==> config.mk <==
export PLATFORM = sky130hd
export DESIGN_NAME = roll_history
export DESIGN_NICKNAME = d
export VERILOG_FILES = /design/src/rtl/roll_history_pkg.sv /design/src/rtl/history_ram.sv /design/src/rtl/roll_history.sv
export SDC_FILE = /design/constraint.sdc
export NUM_CORES = 1
export LEC_CHECK = 0
export CAP_MARGIN = 20
export CORE_MARGIN = 3
export CORE_UTILIZATION = 55
export CTS_CLUSTER_SIZE = 28
export DETAILED_ROUTE_END_ITERATION = 16
export PLACE_DENSITY = 0.87
export SYNTH_ARGS = -nofsm -noshare
export SYNTH_HDL_FRONTEND = slang
export SYNTH_SLANG_ARGS = --single-unit
==> constraint.sdc <==
create_clock -name i_clk -period 6.8 [get_ports i_clk]
set_clock_uncertainty 0.2 [all_clocks]
set_input_delay 1.36 -clock i_clk [delete_from_list [all_inputs] [get_ports i_clk]]
set_output_delay 1.36 -clock i_clk [all_outputs]
set_load 0.02 [all_outputs]
==> src/rtl/roll_history_pkg.sv <==
// Shared types and default sizing for the roll history block.
package roll_history_pkg;

  localparam int unsigned DEF_WIDTH = 4;
  localparam int unsigned DEF_DEPTH = 8;

  typedef enum logic [1:0] {
    S_LIVE   = 2'd0,
    S_REPLAY = 2'd1,
    S_CLEAR  = 2'd2
  } state_t;

endpackage : roll_history_pkg

==> src/rtl/history_ram.sv <==
// DEPTH x WIDTH register array: one synchronous write port, one asynchronous read port.
module history_ram #(
  parameter int unsigned WIDTH = 4,
  parameter int unsigned DEPTH = 8,
  localparam int unsigned AW = $clog2(DEPTH)
) (
  input  logic             i_clk,
  input  logic             i_we,
  input  logic [AW-1:0]    i_waddr,
  input  logic [WIDTH-1:0] i_wdata,
  input  logic [AW-1:0]    i_raddr,
  output logic [WIDTH-1:0] o_rdata
);

  logic [WIDTH-1:0] r_mem [DEPTH];

  // Write port; contents are deliberately not reset.
  always_ff @(posedge i_clk) begin
    if (i_we) begin
      r_mem[i_waddr] <= i_wdata;
    end
  end

  // Asynchronous read port.
  always_comb begin
    o_rdata = r_mem[i_raddr];
  end

endmodule : history_ram

==> src/rtl/roll_history.sv <==
// Circular history of settled rolls with step-back/step-forward replay and a timed wipe.
module roll_history
  import roll_history_pkg::*;
#(
  parameter int unsigned WIDTH = DEF_WIDTH,
  parameter int unsigned DEPTH = DEF_DEPTH,
  localparam int unsigned AW = $clog2(DEPTH),
  localparam int unsigned CW = $clog2(DEPTH + 1)
) (
  input  logic             i_clk,
  input  logic             i_rst,
  input  logic             i_wr_valid,
  input  logic [WIDTH-1:0] i_wr_data,
  output logic             o_wr_ready,
  input  logic             i_prev,
  input  logic             i_next,
  input  logic             i_clear,
  output logic [WIDTH-1:0] o_view_data,
  output logic [AW-1:0]    o_view_idx,
  output logic [CW-1:0]    o_count,
  output logic             o_viewing
);

  localparam logic [CW-1:0] COUNT_FULL = CW'(DEPTH);
  localparam logic [AW-1:0] CLR_LAST   = AW'(DEPTH - 1);

  state_t          r_state;
  logic [AW-1:0]   r_wr_ptr;
  logic [CW-1:0]   r_count;
  logic [AW-1:0]   r_offset;
  logic [AW-1:0]   r_clr_ptr;

  logic             w_in_clear;
  logic             w_wr_accept;
  logic             w_step_prev;
  logic             w_step_next;
  logic             w_ram_we;
  logic [AW-1:0]    w_ram_waddr;
  logic [WIDTH-1:0] w_ram_wdata;
  logic [AW-1:0]    w_ram_raddr;
  logic [WIDTH-1:0] w_ram_rdata;

  // Per-cycle qualifiers: clear beats write, write beats navigation, prev+next cancel.
  always_comb begin
    w_in_clear  = (r_state == S_CLEAR);
    w_wr_accept = i_wr_valid & ~w_in_clear & ~i_clear;
    w_step_prev = i_prev & ~i_next;
    w_step_next = i_next & ~i_prev;
  end

  // RAM port steering: the wipe owns the write port while clearing.
  always_comb begin
    w_ram_we    = 1'b0;
    w_ram_waddr = r_wr_ptr;
    w_ram_wdata = i_wr_data;
    if (i_rst) begin
      w_ram_we = 1'b0;
    end else if (w_in_clear) begin
      w_ram_we    = 1'b1;
      w_ram_waddr = r_clr_ptr;
      w_ram_wdata = '0;
    end else begin
      w_ram_we = w_wr_accept;
    end
    w_ram_raddr = r_wr_ptr - AW'(1) - r_offset;
  end

  history_ram #(
    .WIDTH (WIDTH),
    .DEPTH (DEPTH)
  ) u_ram (
    .i_clk   (i_clk),
    .i_we    (w_ram_we),
    .i_waddr (w_ram_waddr),
    .i_wdata (w_ram_wdata),
    .i_raddr (w_ram_raddr),
    .o_rdata (w_ram_rdata)
  );

  // FSM, pointers and count.
  always_ff @(posedge i_clk) begin
    if (i_rst) begin
      r_state   <= S_LIVE;
      r_wr_ptr  <= '0;
      r_count   <= '0;
      r_offset  <= '0;
      r_clr_ptr <= '0;
    end else if (i_clear) begin
      r_state   <= S_CLEAR;
      r_clr_ptr <= '0;
      r_wr_ptr  <= '0;
      r_count   <= '0;
      r_offset  <= '0;
    end else begin
      case (r_state)
        S_CLEAR: begin
          r_clr_ptr <= r_clr_ptr + AW'(1);
          if (r_clr_ptr == CLR_LAST) begin
            r_state  <= S_LIVE;
            r_wr_ptr <= '0;
            r_count  <= '0;
            r_offset <= '0;
          end
        end
        S_LIVE, S_REPLAY: begin
          if (w_wr_accept) begin
            r_state  <= S_LIVE;
            r_offset <= '0;
            r_wr_ptr <= r_wr_ptr + AW'(1);
            if (r_count != COUNT_FULL) begin
              r_count <= r_count + CW'(1);
            end
          end else if (w_step_prev) begin
            if (r_state == S_LIVE) begin
              if (r_count >= CW'(2)) begin
                r_state  <= S_REPLAY;
                r_offset <= AW'(1);
              end
            end else if (CW'(r_offset) < (r_count - CW'(1))) begin
              r_offset <= r_offset + AW'(1);
            end
          end else if (w_step_next && (r_state == S_REPLAY)) begin
            if (r_offset == AW'(1)) begin
              r_state  <= S_LIVE;
              r_offset <= '0;
            end else begin
              r_offset <= r_offset - AW'(1);
            end
          end
        end
        default: begin
          r_state <= S_LIVE;
        end
      endcase
    end
  end

  // Outputs decoded from registered state and the asynchronous read.
  always_comb begin
    o_wr_ready  = ~w_in_clear;
    o_viewing   = (r_state == S_REPLAY);
    o_view_idx  = r_offset;
    o_count     = r_count;
    o_view_data = '0;
    if (!w_in_clear && (r_count != '0)) begin
      o_view_data = w_ram_rdata;
    end
  end

endmodule : roll_history
### After elaboration in Yosys (flattened, before gate mapping)

Memories as Yosys holds them, arrays and structs flattened.
Cells that the tools add are included.

| cells by class | value |
|---|---|
| order comparisons | 2 |
| reduce and logical (&&, ||, !) cells | 13 |
| multiplexer cells | 33 |
| $add $sub $neg | 8 |
| bitwise logic cells | 8 |
| equality and inequality tests | 19 |

Operator list:

| cell | count |
|---|---|
| 2-to-1 mux 3 bit | 11 |
| != test 5 bit (second input constant) | 6 |
| 2-to-1 mux 4 bit | 6 |
| != test 4 bit (second input constant) | 5 |
| 2-to-1 mux 2 bit | 8 |
| AND reduction 5 bit | 3 |
| one-hot mux 3 bit (2 select lines) | 2 |
| adder 3 x 1 -> 3 bit (second input constant) | 3 |
| one-hot mux 4 bit (2 select lines) | 1 |
| subtractor 3 x 1 -> 3 bit (second input constant) | 2 |
| adder 4 x 1 -> 4 bit (second input constant) | 1 |
| bitwise AND 1 bit | 4 |
| greater-or-equal comparator 4 x 2 -> 1 bit (second input constant) | 1 |
| less-than comparator 3 x 4 -> 1 bit | 1 |
| 2-to-1 mux 1 bit | 4 |
| != test 2 bit (second input constant) | 2 |
| inverter 1 bit | 4 |
| one-hot mux 2 bit (2 select lines) | 1 |
| AND reduction 4 bit | 1 |
| nonzero test 4 bit | 1 |
| OR reduction 2 bit | 2 |
| subtractor 4 x 1 -> 4 bit (second input constant) | 1 |
| == test 3 x 1 -> 1 bit (second input constant) | 1 |
| == test 3 bit (second input constant) | 1 |
| 10 further kinds | 11 |

| word-level totals | value |
|---|---|
| output and inout port bits | 13 |
| RAM bits | 32 |
| register bits after elaboration | 15 |
| logic and storage cells | 90 |
| input bits | 10 |
| memories | 1 |

Memories:

| name | depth | width | rd ports | clocked after Yosys merged registers in | write ports | RTL line | source |
|---|---|---|---|---|---|---|---|
| u_ram.r_mem | 8 | 4 | 1 | 0 | 1 | history_ram.sv:15 | `logic [WIDTH-1:0] r_mem [DEPTH];` |

### Longest topological paths before layout

Gate-level depths: netlist of the first run.

| depth | value |
|---|---|
| word-level depth | 8 |
| depth in mapped cells | 8 |
| gate-level depth less buffers | 8 |

### Cells and area by module

From an unflattened synthesis of the first run, not the netlist that was laid out.

| unflattened totals | value |
|---|---|
| cell total of the unflattened synthesis | 197 |
| area total of the unflattened synthesis | 2441.1 um2 |

Modules (own cells, without submodules):

| module | seq. area each (um2) | times used | cells each | area an instance (um2) |
|---|---|---|---|---|
| history_ram | 960.9 | 1 | 59 | 1290.0 |
| roll_history | 300.3 | 1 | 138 | 1151.1 |

### Worst setup path before layout of the first run

Ideal clock, no wire load.

| timing path | value |
|---|---|
| kind | register to output |
| start | reg r_offset[0], in the netlist o_view_idx[0] |
| end | out o_view_data[0] |
| setup slack | 3.188 ns |
| required time | 5.240 ns |
| path buffers | 1 |
| stages on the path, launching flop included | 9 |
| data arrival time | 2.052 ns |
| path through | dfxtp_1 > inv_1 > ha_1 > inv_1 > fa_1 > buf_1 > mux4_2 > mux2i_1 > nor2_1 |

| between the ends | value |
|---|---|
| word-level cells in the longest chain between the ends | 3 |

Ends and longest elaborated chain:

| what | RTL line | source |
|---|---|---|
| start: declaration | roll_history.sv:30 | `logic [AW-1:0] r_offset;` |
| start signal: assignment | roll_history.sv:120 | `r_offset <= r_offset + AW'(1);` |
| start signal: assignment | roll_history.sv:127 | `r_offset <= r_offset - AW'(1);` |
| subtractor 3 bit | roll_history.sv:65 | `w_ram_raddr = r_wr_ptr - AW'(1) - r_offset;` |
| memory read (8 x 4 bit) | -- |  |
| 2-to-1 mux 4 bit | roll_history.sv:145 | `if (!w_in_clear && (r_count != '0)) begin` |
| end: declaration | roll_history.sv:18 | `output logic [WIDTH-1:0] o_view_data,` |

Every way passes these cells.

### Worst setup path in the final report of the first run

| timing path | value |
|---|---|
| start | reg r_offset[0], in the netlist o_view_idx[0] |
| end | out o_view_data[2] |

Same word-level chain as after synthesis.

==> metrics.csv, run 1 <==
stage;metric;value;unit
die;die_w;72.5;µm
yosys;syn_avg_cell_area;11.7;µm²
die;die_area;5250;µm²
route;wl_per_cell;15.9;µm
status;status;completed;
sta;fmax;0.224;GHz
clock_tree;cts_tree;built;
worst_setup_path;critical_path_class;flip-flop to output pin;
job;maxCapViolCount;0;
clock_tree;clkLatencyLatePin;0.30;ns
yosys;synth_top_family_by_area;simple AND/OR/NAND/NOR gates;
yosys;synthTopCellsByArea;edfxtp_1, dfxtp_1, mux4_2;
route;wirelength;4490;µm
global_route;antenna_found_initial;0;
route;drcViolationCount;0;
place;place_inst;274;
pwr;ir_drop;0.000130;V
pwr;p_leak;0.952;nW
clock_tree;cts_buffer_depth;2;
final_layout;antenna_cells;0;
sta;setup_viol;0;
yosys;synth_edf_count;32;
yosys;synth-simple-area-share;0.162;
die;start_util;0.590;
final_layout;register_area;1260;µm²
sta;rsz0062_at_grt;no;
worst_setup_path;cp.required;5.24;ns
sta;min_period_over_period;0.657;
final_layout;fillers;301;
place;dp_hpwl;3540;µm
sta;tightestPinTransition;0.612;ns
global_route;grt_pass1_vias;1545;
global_route;grt_pass1_wl;7310;µm
worst_setup_path;worstPathArrival;2.91;ns
worst_setup_path;startpoint_type;flip-flop;
clock_tree;cts_setup_buffers;0;
clock_tree;cts_made_buffers;5;
clock_tree;root_buffer;clkbuf_8;
yosys;synth_fp_nets;231;
hold_path;hold_class;flip-flop to flip-flop;
clock_tree;cts.clk_slew.worst_paths;0.09;ns
sta;final-max-slew-violation-count;0;
place;gp_congestion;0.881;
sta;final_hold_viol_count;0;
global_route;grt_usage;0.186;
yosys;synthFlopType;edfxtp_1;
final_layout;area.growth.synth_to_final;14.9;%
die;core;4120;µm²
route;vias;1613;
yosys;yosys-mux-area-fraction;0.107;
yosys;synth_seq_area_share;0.519;
die;ios;23;
route;drt_first_pass_iters;4;
sta;fin_crit;4.47;ns
clock_tree;cts_resized;0;
sta;slew-limit-headroom;0.589;
route;drt_iter0_markers;117;
clock_tree;ctsHoldBuffers;0;
pwr;power;0.578;mW
worst_setup_path;crit_fanout;6;
yosys;netlist.area_leader.share;0.396;
yosys;synthAdderAreaFrac;0.0701;
yosys;synth_compound_area_frac;0.0773;
worst_setup_path;crit_path_end_kind;output pin;
yosys;synth_common_cells;edfxtp_1, nor2_1, nand2_1;
final_layout;nets;254;
yosys;synthesis.area;2430;µm²
die;die_y;72.5;µm
final_layout;final_cells;282;
yosys;synth.most_common_cell;edfxtp_1;
yosys;yosysTopAreaCell;edfxtp_1;
final_layout;layout-drive-gt1-share;0.121;
yosys;synth_seq_cells;47;
place;port_buffers;22;
route;vias_per_cell;5.72;
die;rows;23;
clock_tree;clock_sinks;47;
global_route;overflow;0;
pwr;power.density;207;nW/µm²
global_route;grt_max_degree;17;
yosys;synth_xor_area_frac;0.0325;
route;drtAntennaViolNets;0;
yosys;async_flop_share;0;
yosys;syn_inst;208;
yosys;yosysWarnings;0;
final_layout;multi_input_area;1090;µm²
clock_tree;htreeDepth;2;
yosys;synth_cell_types;45;
sta;tns;0;ns
## where the power goes
part           switching (mW)  leakage, nW  total, mW  internal, mW
registers             0.00424        0.412      0.314         0.310
logic                  0.0314        0.485     0.0594        0.0281
clock network          0.0936       0.0548      0.204         0.111
## metrics by stage
stage | area, µm² | hold slack [ns] | util | setup WS [ns]
2_1_floorplan | 2430 | 0.279 | - | 3.19
3_3_place_gp | 2680 | 0.298 | 0.650 | 2.75
3_5_place_dp | 2680 | 0.307 | 0.650 | 2.63
4_1_cts | 2790 | 0.320 | 0.678 | 2.29
5_1_grt | 2790 | 0.357 | 0.678 | 2.18
6_report | 2790 | 0.321 | 0.678 | 2.33
## critical path: stages, from the launching register on
cell and delay, ns:
dfxtp_1 0.37, inv_1 0.12, ha_1 0.16, inv_1 0.05, fa_1 0.37, xor2_1 0.16
xnor2_1 0.51, mux2i_1 0.16, nor2_1 0.11, clkdlybuf4s50_1 0.61
## path summary, 6_finish.rpt
path	depth (start not counted)	slack, ns	start	end
max	9	2.33	o_view_idx[0]	o_view_data[2]
min	2	0.32	r_clr_ptr[2]	r_clr_ptr[2]
max reg2reg	5	4.28	r_state[1]	u_ram.r_mem[7][2]
min reg2reg	2	0.32	r_clr_ptr[2]	r_clr_ptr[2]
## final cells by class
class,count,share of cell area
repair buffers,22,0.0789
clock buffers,5,0.0247
clock inverters,3,0.0166
multi-input cells,144,0.391
flip-flops and latches,47,0.452
inverters,11,0.0148
well taps,50,0.0224
## kinds of logic after synthesis
logic type / Yosys count
buffers and inverters: 17
XOR/XNOR: 9
AO/OA/AOI/OAI: 31
multiplexers: 16
AND/OR/NAND/NOR: 75
flip-flops: 47
adder cells (fa/ha/maj): 13
## per-layer routing
| layer | track usage | part of all wire |
|---|---|---|
| met3 | 0.0416 | 0.037 |
| met5 | 0 | 0 |
| met2 | 0.311 | 0.51 |
| met1 | 0.234 | 0.43 |
| met4 | 0.0779 | 0.025 |
## placed cells by master, fill, tap and decap left out, drive strengths merged, types with 2 or more instances in the layout
| cell | netlist | routed |
|---|---|---|
| edfxtp | 32 | 32 |
| nor2 | 28 | 28 |
| clkdlybuf4s50 | 0 | 22 |
| nand2 | 17 | 17 |
| dfxtp | 15 | 15 |
| ha | 12 | 12 |
| inv | 11 | 12 |
| a21oi | 11 | 11 |
| o21ai | 8 | 8 |
| mux4 | 8 | 8 |
| mux2i | 8 | 8 |
| xnor2 | 5 | 5 |
| nor3 | 5 | 5 |
| clkbuf | 1 | 5 |
| nor2b | 5 | 5 |
| xor2 | 4 | 4 |
| a31oi | 4 | 4 |
| nand3b | 4 | 4 |
| nand2b | 4 | 4 |
| o211ai | 3 | 3 |
| a22oi | 2 | 2 |
| and2b | 2 | 2 |
## sequential cells by signal (all words and copies together), names as in the netlist
register	count
u_ram.r_mem	32
o_view_idx	3
o_count	4
r_state	2
r_clr_ptr	3
r_wr_ptr	3
Power figures use the tool's default switching activity.
==> run 2, diff against run 1 <==
--- a/config.mk
+++ b/config.mk
@@ -7,10 +7,10 @@
 export LEC_CHECK = 0
 export CAP_MARGIN = 20
 export CORE_MARGIN = 3
-export CORE_UTILIZATION = 55
+export CORE_UTILIZATION = 51
 export CTS_CLUSTER_SIZE = 28
 export DETAILED_ROUTE_END_ITERATION = 16
-export PLACE_DENSITY = 0.87
+export PLACE_DENSITY = 0.85
 export SYNTH_ARGS = -nofsm -noshare
 export SYNTH_HDL_FRONTEND = slang
 export SYNTH_SLANG_ARGS = --single-unit
==> constraint.sdc (replaced) <==
create_clock -name i_clk -period 4 [get_ports i_clk]
set_clock_uncertainty 0.2 [all_clocks]
set_input_delay 0.8 -clock i_clk [delete_from_list [all_inputs] [get_ports i_clk]]
set_output_delay 0.8 -clock i_clk [all_outputs]
set_load 0.02 [all_outputs]
==> run 2 against run 1 <==
  * Non-clock buffer count stayed put
  * Final area up 0.54%
  * Sequential share of layout area decreased by 0.24 points
  * Worst hold slack better by 0.0046 ns
  * Critical endpoint is now o_view_data[3]
  * Highest routed layer unchanged
==> metrics.csv, run 2 (synthesis results as in run 1) <==
stage;metric;value;unit;change
place;dp_hpwl;3650;µm;+3.0%
die;rows;24;;+4.3%
place;gp_congestion;0.886;;+0.50%
die;die_y;75.0;µm;+3.5%
final_layout;area.growth.synth_to_final;15.5;%;
final_layout;regMostFlops;u_ram.r_mem;;
route;vias;1672;;+3.7%
worst_setup_path;worstPathArrival;2.82;ns;-0.09 ns
die;start_util;0.543;;-0.0474
die;die_area;5630;µm²;+7.2%
worst_setup_path;crit_path_end_kind;output pin;;
die;ios;23;;unchanged
status;status;completed;;
sta;tns;0;ns;unchanged
clock_tree;ctsHoldBuffers;0;;unchanged
route;vias_per_cell;5.89;;+2.9%
clock_tree;cts_tree;built;;
final_layout;layout_common_cells;edfxtp_1, nor2_1, clkdlybuf4s50_1;;
sta;tightestPinTransition;0.581;ns;-0.0303 ns
worst_setup_path;cp.required;3.00;ns;-2.24 ns
place;port_buffers;22;;unchanged
global_route;grt_usage;0.186;;-0.000295
pwr;comb_power_share;0.105;;+0.002
pwr;ir_drop;0.000160;V;+23%
sta;fin_crit;3.82;ns;
final_layout;antenna_cells;0;;unchanged
pwr;p_leak;0.958;nW;+0.68%
route;drt_first_pass_iters;5;;+1
global_route;grt_max_degree;17;;unchanged
job;maxCapViolCount;0;;unchanged
worst_setup_path;crit_fanout;8;;+2
global_route;grt_pass1_wl;7680;µm;+5.0%
clock_tree;htreeDepth;2;;unchanged
route;drcViolationCount;0;;unchanged
final_layout;largest_register_ffs;32;;unchanged
die;die_w;75.0;µm;+3.5%
clock_tree;cts_resized;0;;unchanged
hold_path;hold_class;flip-flop to flip-flop;;
route;drtAntennaViolNets;0;;unchanged
route;drt_iter0_markers;135;;+15%
final_layout;layout-drive-gt1-share;0.134;;+0.0129
die;core;4470;µm²;+8.7%
pwr;p_clk_frac;0.357;;+0.003
clock_tree;cts_buffer_depth;2;;unchanged
clock_tree;root_buffer;clkbuf_8;;
sta;min_period_over_period;0.955;;
global_route;overflow;0;;unchanged
route;wirelength;4830;µm;+7.5%
worst_setup_path;critical_path_class;flip-flop to output pin;;
worst_setup_path;startpoint_type;flip-flop;;
clock_tree;cts_made_buffers;5;;unchanged
pwr;power_frac_seq;0.538;;-0.005
sta;setup_viol;0;;unchanged
sta;final_hold_viol_count;0;;unchanged
sta;slew-limit-headroom;0.612;;+0.0223
hold_path;whs_path_depth;2;;unchanged
sta;rsz0062_at_grt;no;;
final_layout;multi_input_area;1100;µm²;+1.1%
worst_setup_path;r2r_cells;5;;unchanged
global_route;antenna_found_initial;0;;unchanged
route;wl_per_cell;17.0;µm;+6.8%
pwr;power.density;354;nW/µm²;+71%
sta;fmax;0.262;GHz;
final_layout;final_util;0.627;;-0.0511
clock_tree;cts_setup_buffers;0;;unchanged
pwr;power_switching;0.229;mW;+77%
sta;final-max-slew-violation-count;0;;unchanged
clock_tree;clock_sinks;47;;unchanged
final_layout;final_common_cell;edfxtp_1;;
clock_tree;cts.clk_slew.worst_paths;0.09;ns;about the same
pwr;p_sw_frac;0.231;;+0.00724
clock_tree;clkLatencyLatePin;0.31;ns;about the same
final_layout;fillers;334;;+11%
global_route;grt_pass1_vias;1559;;+0.91%
final_layout;register_area;1260;µm²;unchanged
pwr;internal_power;0.763;mW;+70%
final_layout;nets;254;;unchanged
==> run 2: cell types whose count changed in the layout (fill, tap and decap cells not counted) <==
cell / delta
xnor2_1: -1
fa_1: -1
ha_2: +1
xnor2_2: +1
fa_2: +1
ha_1: -1
==> run 2: final cells by class <==
class | count | share of cell area
repair buffers | 22 | 0.0785
inverters | 11 | 0.0147
flip-flops and latches | 47 | 0.450
clock buffers | 5 | 0.0245
multi-input cells | 144 | 0.393
clock inverters | 3 | 0.0165
well taps | 52 | 0.0232
==> run 2: power groups by stage <==
stage	logic (mW)	registers (mW)	clock network (mW)
4_1_cts	0.103	0.534	0.355
2_1_floorplan	0.0713	0.544	0
6_report	0.104	0.534	0.354
3_5_place_dp	0.102	0.545	0
5_1_grt	0.114	0.535	0.375
3_3_place_gp	0.0987	0.544	0
==> run 2: per-layer routing <==
layer  track usage  wire (µm)  up-vias
met5             0          0        -
met4        0.0711        118        0
met3        0.0574        309       13
met2         0.289       2280       64
met1         0.245       2130      799
li1              -          -      796
==> run 2: through the flow <==
step | area, µm² | instances | power (mW) | worst slack [ns] | hold slack [ns]
final | 2810 | 284 | 0.993 | 0.180 | 0.326
after global routing | 2810 | 284 | 1.02 | 0.0192 | 0.339
after CTS | 2790 | 284 | 0.992 | 0.0863 | 0.318
after detailed placement | 2680 | 276 | 0.647 | 0.424 | 0.306
after global placement | 2680 | 276 | 0.643 | 0.499 | 0.300
after floorplan | 2430 | 208 | 0.615 | 0.948 | 0.279
==> run 2: worst paths after layout <==
check | startpoint | endpoint | slack, ns
max | o_view_idx[0] | o_view_data[3] | 0.18
min | r_clr_ptr[1] | r_clr_ptr[1] | 0.33
max reg2reg | r_state[1] | u_ram.r_mem[3][2] | 1.25
min reg2reg | r_clr_ptr[1] | r_clr_ptr[1] | 0.33
==> run 2: worst max-delay path: stages, from the launching register on <==
cell and delay (ns):
dfxtp_1 0.37, inv_1 0.14, ha_2 0.18, inv_1 0.04, fa_2 0.65, mux4_2 0.34
mux2i_1 0.17, nor2_1 0.06, clkdlybuf4s50_1 0.55
